--- config.mk ---
export PLATFORM = sky130hd
export DESIGN_NAME = uart_alu_interface
export DESIGN_NICKNAME = d
export VERILOG_FILES = /design/src/rtl/uart_alu_pkg.sv /design/src/rtl/uart_alu_interface_frame_timer.sv /design/src/rtl/uart_alu_interface.sv
export SDC_FILE = /design/constraint.sdc
export NUM_CORES = 1
export LEC_CHECK = 0
export ABC_AREA = 1
export CAP_MARGIN = 20
export CORE_UTILIZATION = 45
export CTS_CLUSTER_DIAMETER = 120
export DETAILED_ROUTE_END_ITERATION = 16
export GPL_TIMING_DRIVEN = 1
export PLACE_DENSITY = 0.74
export REMOVE_ABC_BUFFERS = 1
export SLEW_MARGIN = 20
export SYNTH_ARGS = -nofsm -noshare
export SYNTH_HDL_FRONTEND = slang
export SYNTH_SLANG_ARGS = --single-unit
export TNS_END_PERCENT = 1
--- constraint.sdc ---
create_clock -name clk -period 2.1 [get_ports clk]
set_clock_uncertainty 0.15 [all_clocks]
set_input_delay 0.315 -clock clk [delete_from_list [all_inputs] [get_ports clk]]
set_output_delay 0.315 -clock clk [all_outputs]
set_load 0.05 [all_outputs]
--- src/rtl/uart_alu_pkg.sv ---
// Shared definitions for the UART/ALU frame path: default widths and the
// frame assembler state encoding.
package uart_alu_pkg;

   localparam int NB_DATA_DEF = 8;
   localparam int NB_OP_DEF   = 6;
   localparam int NB_STATE    = 3;

   typedef enum logic [NB_STATE-1:0] {
      WAIT_A  = 3'd0,
      WAIT_B  = 3'd1,
      WAIT_OP = 3'd2,
      SEND    = 3'd3,
      WAIT_TX = 3'd4
   } state_t;

endpackage

--- src/rtl/uart_alu_interface_frame_timer.sv ---
// Saturating inter-byte timer. Counts enabled cycles since the last clear and
// flags when TIMEOUT_CYC cycles have elapsed. TIMEOUT_CYC = 0 never expires.
module frame_timer #(
   parameter int TIMEOUT_CYC = 100000
) (
   input  logic clk,
   input  logic reset,
   input  logic clear,
   input  logic enable,
   output logic expired
);

   localparam int TW = (TIMEOUT_CYC > 0) ? $clog2(TIMEOUT_CYC + 1) : 1;
   localparam logic [TW-1:0] LIMIT = TW'(TIMEOUT_CYC);

   logic [TW-1:0] cnt_q;

   // Clear has priority; the count holds once it reaches the limit.
   always_ff @(posedge clk or negedge reset) begin
      if (!reset) begin
         cnt_q <= '0;
      end else if (clear) begin
         cnt_q <= '0;
      end else if (enable && (cnt_q != LIMIT)) begin
         cnt_q <= cnt_q + TW'(1);
      end
   end

   assign expired = (TIMEOUT_CYC != 0) && (cnt_q == LIMIT);

endmodule

--- src/rtl/uart_alu_interface.sv ---
// Frame assembler: collects operand A, operand B and opcode from the UART
// receiver, holds them for the ALU, then sends the ALU result as one byte.
// Handshake: rx_done_tick / tx_done_tick are single-cycle strobes that are
// always accepted (no backpressure); a byte arriving while a result is
// pending is dropped and reported on overrun.
module uart_alu_interface
   import uart_alu_pkg::*;
#(
   parameter int NB_DATA     = NB_DATA_DEF,
   parameter int NB_OP       = NB_OP_DEF,
   parameter int TIMEOUT_CYC = 100000
) (
   input  logic               clk,
   input  logic               reset,
   input  logic               rx_done_tick,
   input  logic [NB_DATA-1:0] rx_data,
   input  logic [NB_DATA-1:0] alu_result,
   input  logic               tx_done_tick,
   output logic [NB_DATA-1:0] data_a,
   output logic [NB_DATA-1:0] data_b,
   output logic [NB_OP-1:0]   op,
   output logic               tx_start,
   output logic [NB_DATA-1:0] tx_data,
   output logic               overrun,
   output logic               frame_timeout,
   output logic [NB_STATE-1:0] dbg_state
);

   state_t             state_q, state_d;
   logic [NB_DATA-1:0] data_a_q, data_a_d;
   logic [NB_DATA-1:0] data_b_q, data_b_d;
   logic [NB_OP-1:0]   op_q, op_d;
   logic [NB_DATA-1:0] tx_data_q, tx_data_d;
   logic               tx_start_q;
   logic               accept;
   logic               tmr_en;
   logic               tmr_clr;
   logic               tmr_expired;

   // The timer only runs while a frame is partially collected.
   assign tmr_en  = (state_q == WAIT_B) || (state_q == WAIT_OP);
   assign tmr_clr = accept || frame_timeout || !tmr_en;

   frame_timer #(
      .TIMEOUT_CYC(TIMEOUT_CYC)
   ) u_frame_timer (
      .clk     (clk),
      .reset   (reset),
      .clear   (tmr_clr),
      .enable  (tmr_en),
      .expired (tmr_expired)
   );

   // Next-state, register-update and strobe decode; a received byte beats
   // a same-cycle timer expiry.
   always_comb begin
      state_d       = state_q;
      data_a_d      = data_a_q;
      data_b_d      = data_b_q;
      op_d          = op_q;
      tx_data_d     = tx_data_q;
      accept        = 1'b0;
      overrun       = 1'b0;
      frame_timeout = 1'b0;
      case (state_q)
         WAIT_A: begin
            if (rx_done_tick) begin
               data_a_d = rx_data;
               accept   = 1'b1;
               state_d  = WAIT_B;
            end
         end
         WAIT_B: begin
            if (rx_done_tick) begin
               data_b_d = rx_data;
               accept   = 1'b1;
               state_d  = WAIT_OP;
            end else if (tmr_expired) begin
               frame_timeout = 1'b1;
               state_d       = WAIT_A;
            end
         end
         WAIT_OP: begin
            if (rx_done_tick) begin
               op_d    = rx_data[NB_OP-1:0];
               accept  = 1'b1;
               state_d = SEND;
            end else if (tmr_expired) begin
               frame_timeout = 1'b1;
               state_d       = WAIT_A;
            end
         end
         SEND: begin
            tx_data_d = alu_result;
            overrun   = rx_done_tick;
            state_d   = WAIT_TX;
         end
         WAIT_TX: begin
            if (tx_done_tick) begin
               state_d = WAIT_A;
               if (rx_done_tick) begin
                  data_a_d = rx_data;
                  accept   = 1'b1;
                  state_d  = WAIT_B;
               end
            end else begin
               overrun = rx_done_tick;
            end
         end
         default: state_d = WAIT_A;
      endcase
   end

   // State and datapath registers.
   always_ff @(posedge clk or negedge reset) begin
      if (!reset) begin
         state_q    <= WAIT_A;
         data_a_q   <= '0;
         data_b_q   <= '0;
         op_q       <= '0;
         tx_data_q  <= '0;
         tx_start_q <= 1'b0;
      end else begin
         state_q    <= state_d;
         data_a_q   <= data_a_d;
         data_b_q   <= data_b_d;
         op_q       <= op_d;
         tx_data_q  <= tx_data_d;
         tx_start_q <= (state_d == SEND);
      end
   end

   assign data_a    = data_a_q;
   assign data_b    = data_b_q;
   assign op        = op_q;
   assign tx_start  = tx_start_q;
   assign dbg_state = state_q;
   // During SEND the ALU inputs are already stable, so the result is passed
   // straight through; afterwards the captured copy holds until tx_done_tick.
   assign tx_data   = (state_q == SEND) ? alu_result : tx_data_q;

endmodule

After elaboration in Yosys (flattened, before gate mapping)

Index checks and enable logic that the tools add are counted.

Register bits after elaboration: 51
Bits of input ports: 20
Output and inout bits: 36
Logic and storage cells: 50

Add/subtract/negate cells: 1
Eq/ne operators: 8
Mux-type cells: 21
Reductions and logical operators: 13

Operators with widths:

| kind                    | count |
|---|---|
| $mux W17                | 2 |
| $mux W8                 | 3 |
| $add A17 B1 Y17 const B | 1 |
| $eq A17 B17 Y1 const B  | 1 |
| $ne A17 B17 Y1 const B  | 1 |
| $pmux W8 S2             | 1 |
| $mux W3                 | 5 |
| $pmux W3 S5             | 1 |
| $eq A3 B2 Y1 const B    | 3 |
| $mux W1                 | 7 |
| $reduce_and A2 Y1       | 3 |
| $pmux W1 S2             | 2 |
| $reduce_bool A2 Y1      | 2 |
| $eq A3 B1 Y1 const B    | 1 |
| $eq A3 B3 Y1 const B    | 1 |
| $logic_not A3 Y1        | 1 |
| $logic_or A1 B1 Y1      | 3 |
| $reduce_or A3 Y1        | 1 |
| $ne A2 B2 Y1 const B    | 1 |
| $reduce_or A2 Y1        | 1 |
| $logic_and A1 B1 Y1     | 1 |
| $logic_not A1 Y1        | 1 |

Logic depth before layout (Yosys ltp)

Depth after elaboration: 7
Gate-level depth with buffers: 8
Depth with buffers taken out: 8

By module

A second synthesis with hierarchy kept.

Cell total of the unflattened synthesis: 341
Area total of the unflattened synthesis: 2668.8 sq um

Modules (own cells, without submodules):

| module             | instances | cells each | area an instance (sq um) | sequential area each (sq um) |
|---|---|---|---|---|
| uart_alu_interface | 1         | 162        | 1443.9                   | 850.8 |
| frame_timer        | 1         | 179        | 1224.9                   | 425.4 |

Worst setup path after synthesis

Ideal clock, no wire load.

Path kind: register to output
Start point: register state_q[2] (netlist: dbg_state[2])
End point: output frame_timeout
Data arrival time: 2.153 ns
Required time: 1.635 ns
Slack: -0.518 ns
Cell stages (with the launch flop): 6
Path buffers: 0
Path through: dfrtp_1 inv_1 nand3_1 nand2_1 inv_1 nor3_1

Word-level cells in the longest chain between the ends: 3

Ends and longest elaborated chain:

| element                                             | line                      | source |
|---|---|---|
| from (decl)                                         | uart_alu_interface.sv:29  | `state_t state_q, state_d;` |
| from (signal assigned)                              | uart_alu_interface.sv:124 | `state_q <= state_d;` |
| $eq A3 B1 Y1 / $eq A3 B2 Y1 (equally long branches) | uart_alu_interface.sv:65  | `case (state_q)` |
| $reduce_or A2 Y1 (no source line) *                 | --                        |  |
| $mux W1 *                                           | --                        |  |
| to (decl)                                           | uart_alu_interface.sv:25  | `output logic frame_timeout,` |

Mark *: on every way between the ends. The rest lies on a longest branch, timed or not.

Worst setup path after layout

Start point: register u_frame_timer.cnt_q[1]
End point: output frame_timeout

Word-level cells in the longest chain between the ends: 4

Ends and longest elaborated chain:

| element                | line                                               | source |
|---|---|---|
| from (decl)            | uart_alu_interface_frame_timer.sv:16               | `logic [TW-1:0] cnt_q;` |
| from (signal assigned) | uart_alu_interface_frame_timer.sv:25               | `cnt_q <= cnt_q + TW'(1);` |
| $eq A17 B17 Y1         | uart_alu_interface_frame_timer.sv:29               | `assign expired = (TIMEOUT_CYC != 0) && (cnt_q == LIMIT);` |
| $mux W1                | uart_alu_interface.sv:78, uart_alu_interface.sv:88 |  |
| $mux W1                | uart_alu_interface.sv:74                           | `if (rx_done_tick) begin` |
| $mux W1                | --                                                 |  |

Every way passes these cells.

==> impl_results.md <==
* Status: completed
* Commonest non-fill, non-tap cell in the layout: nand2_1
* Hold Startpoint: data_a[2]$_DFFE_PN0P_
* Site Rows at 25
* Worst r2r dst: u_frame_timer.cnt_q[16]$_DFFE_PN0P_
* Power Total at 4.805 mW
* Pre-antenna DRT Iters at 4
* Crit-path max FO at 3
* Later-pin clock latency in the skew report at 0.30 ns
* Sequential-to-total area share from yosys stat at 56.29%
* Synth Instances at 243
* Gr usage total at 18.96%
* Worst R2R Path Depth at 9
* R2R Path Start: u_frame_timer.cnt_q[0]$_DFFE_PN0P_
* Setup TNS at 0 ns
* Syn avg cell area at 9.330 um^2
* Unrepaired setup endpoints after global routing: true
* Setup CP Type: reg -> out
* Hold endpoint: data_a[2]$_DFFE_PN0P_
* Final Setup Violations at 0
* Total Wirelength at 4.736 mm
* Drt drc at 0
* H-tree Lvls at 2
* Max-Slew Margin vs Limit at 65.26%
* Min-Delay Path Depth at 2
* Reg area at 1277 um^2
* FMAX at 488.3 MHz
* Port Buffers at 55
* Core Box Area at 4786 um^2
* Chip Height at 72.98 um
* Final Max Slew Viols at 0
* Antenna cells at 0
* Post-Layout Cell Count at 379
* Die X at 72.98 um
* Die Area at 5326 um^2
* Final Cycle Share at 97.51%
* Hpwl dp at 3.344 mm
* Maxcap violations at 0
* Vias in the first global route at 1777
* Commonest cells after routing, fill and taps aside: nand2_1 (52), dfrtp_1 (50), clkdlybuf4s50_1 (42)
* Yosys warns at 0
* CTS tree: built
* # fillers at 370
* Top routing layer in use: met4
* Fin. Hold Viols at 0
* DRT iter0 DRCs at 82
* First-pass GRT wire length at 7.741 mm
* Inserted Clock Buffers at 5
* Via count at 1835
* Crit. End Element: primary output
* Critical path launch point type: flip-flop
* Peak VDD IR at 1.226 mV
* Nets at 333
* Leakage Power at 1.390 nW
* Reg clk slew, reported paths at 0.10 ns
* Initial core utilization at 47.37%
* Layout cells sized above 1 at 16.99%
* Met3 layer wire length in the routed design at 319 um
* Minimum clock period at 2.048 ns
* M1 WL at 2.134 mm
* P&R area growth vs syn at 40.29%
* Met2 WL at 2.227 mm
* Distinct cells, synth at 26
* Clock root cell: clkbuf_8
* Power Density at 1511 nW/um^2
* Multi-input gate area at 897.1 um^2
* Antenna violations before repair at 0
* Vias/cell at 4.842
* Placed insts at 363
* DR WL/cell at 12.50 um
* Reg2reg setup slack at 0.32 ns
* Total gr overflow at 0
* Worst-margin pin slew at 0.5195 ns
* Hold Path Class: reg -> reg
* CP Data Arrival Time at 1.58 ns
* Num Clock Sinks at 51
* Final GP Congestion at 0.8265
* Number of synthesized register bits at 51
* Post-Syn Area at 2267 um^2
* Clock tree buffer depth at 2
* IO Count at 56
* ANT nets after route at 0
* Largest net degree at the start of global routing at 52
* CP Data Required Time at 1.63 ns
[registers in the layout (all words and copies together), names as in the netlist]
signal,count
op,6
dbg_state,3
u_frame_timer.cnt_q,17
data_a,8
tx_start,1
data_b,8
tx_data_q,8
[power breakdown]
group	internal [mW]	total [mW]	switching (mW)
Combinational	1.03	2.76	1.73
Sequential	1.29	1.47	0.177
Clock	0.239	0.572	0.333
Total	2.56	4.80	2.24
[critical path, stage by stage (launching register included)]
cell     delay (ns)
dfrtp_1        0.41
inv_1          0.07
ha_2           0.17
nand3_2        0.06
nor2_2         0.09
nand3_2        0.10
nor3_4         0.21
buf_12         0.16
[cells by family (layout without fill, tap and decap cells)]
family	Yosys count	after routing	share of synthesized area (%)
flops	51	51	56.29
simple gates	115	115	22.24
xor+xnor	11	11	4.249
compound gates	28	28	6.733
buf+inv	28	97	5.408
fa+ha+maj	2	2	1.104
mux	8	8	3.974
[worst max-delay path by stage]
| stage | start | end | slack (ns) |
|---|---|---|---|
| 2_1_floorplan | dbg_state[2]$_DFF_PN0_ | frame_timeout | -0.52 |
| 5_1_grt | u_frame_timer.cnt_q[3]$_DFFE_PN0P_ | frame_timeout | -0.07 |
| 4_1_cts | u_frame_timer.cnt_q[0]$_DFFE_PN0P_ | frame_timeout | -0.003 |
| 6_report | u_frame_timer.cnt_q[1]$_DFFE_PN0P_ | frame_timeout | 0.05 |
| 3_5_place_dp | u_frame_timer.cnt_q[0]$_DFFE_PN0P_ | frame_timeout | 0.11 |
| 3_3_place_gp | u_frame_timer.cnt_q[0]$_DFFE_PN0P_ | frame_timeout | 0.15 |
[per-stage QoR]
stage / area, um^2 / hold WS (ns) / util [%] / setup slack [ns]
3_3_place_gp: 2992 / 0.1729 / 62.51 / 0.1545
5_1_grt: 3181 / 0.3754 / 66.46 / -0.06815
2_1_floorplan: 2235 / -0.1306 / - / -0.5176
6_report: 3181 / 0.3453 / 66.46 / 0.05226
3_5_place_dp: 2992 / 0.1759 / 62.51 / 0.1067
4_1_cts: 3119 / 0.3471 / 65.18 / -0.002502
[area by class of cell]
type                       count  share of cell area, %
timing repair buffer          65                  23.29
inverter                      24                  2.832
clock inverter                 3                 0.7081
multi-input combinational    164                  28.21
tap                           67                  2.636
sequential                    51                  40.17
clock buffer                   5                  2.164
[synth_stat cells]
cell	n	area share (%)
o21ai_0	16	3.5
nand2_1	52	8.6
o211ai_2	1	0.55
nor2_2	2	0.55
nand3b_1	1	0.33
buf_2	2	0.44
nand3_4	1	0.77
nand3_2	2	0.88
xnor2_1	4	1.5
dfrtp_1	51	56
ha_1	2	1.1
inv_2	1	0.17
a21oi_1	2	0.44
mux2_2	8	4.0
o21ai_1	7	1.5
nand3_1	10	2.2
nor3_1	1	0.22
nor3_2	1	0.44
nor2_1	40	6.6
o21bai_1	2	0.66
xor2_1	7	2.7
nand4_1	3	0.83
inv_1	23	3.8
nand2_2	1	0.28
buf_6	2	0.99
nor2_4	1	0.50
[routing by layer]
metal	global-route usage [%]	up-vias
li1	-	907
met1	23.44	860
met2	31.89	60
met3	6.077	8
met4	5.229	0
met5	0	-
[timing repair]
action,in CTS,in global routing
setup endpoints to repair,9,3
hold buffers,1,0
resized for setup,5,6
pin swaps,1,4
endpoints found under the hold margin,51,0
gates cloned,0,0
buffers inserted,1,6
Power figures use the tool's default switching activity.
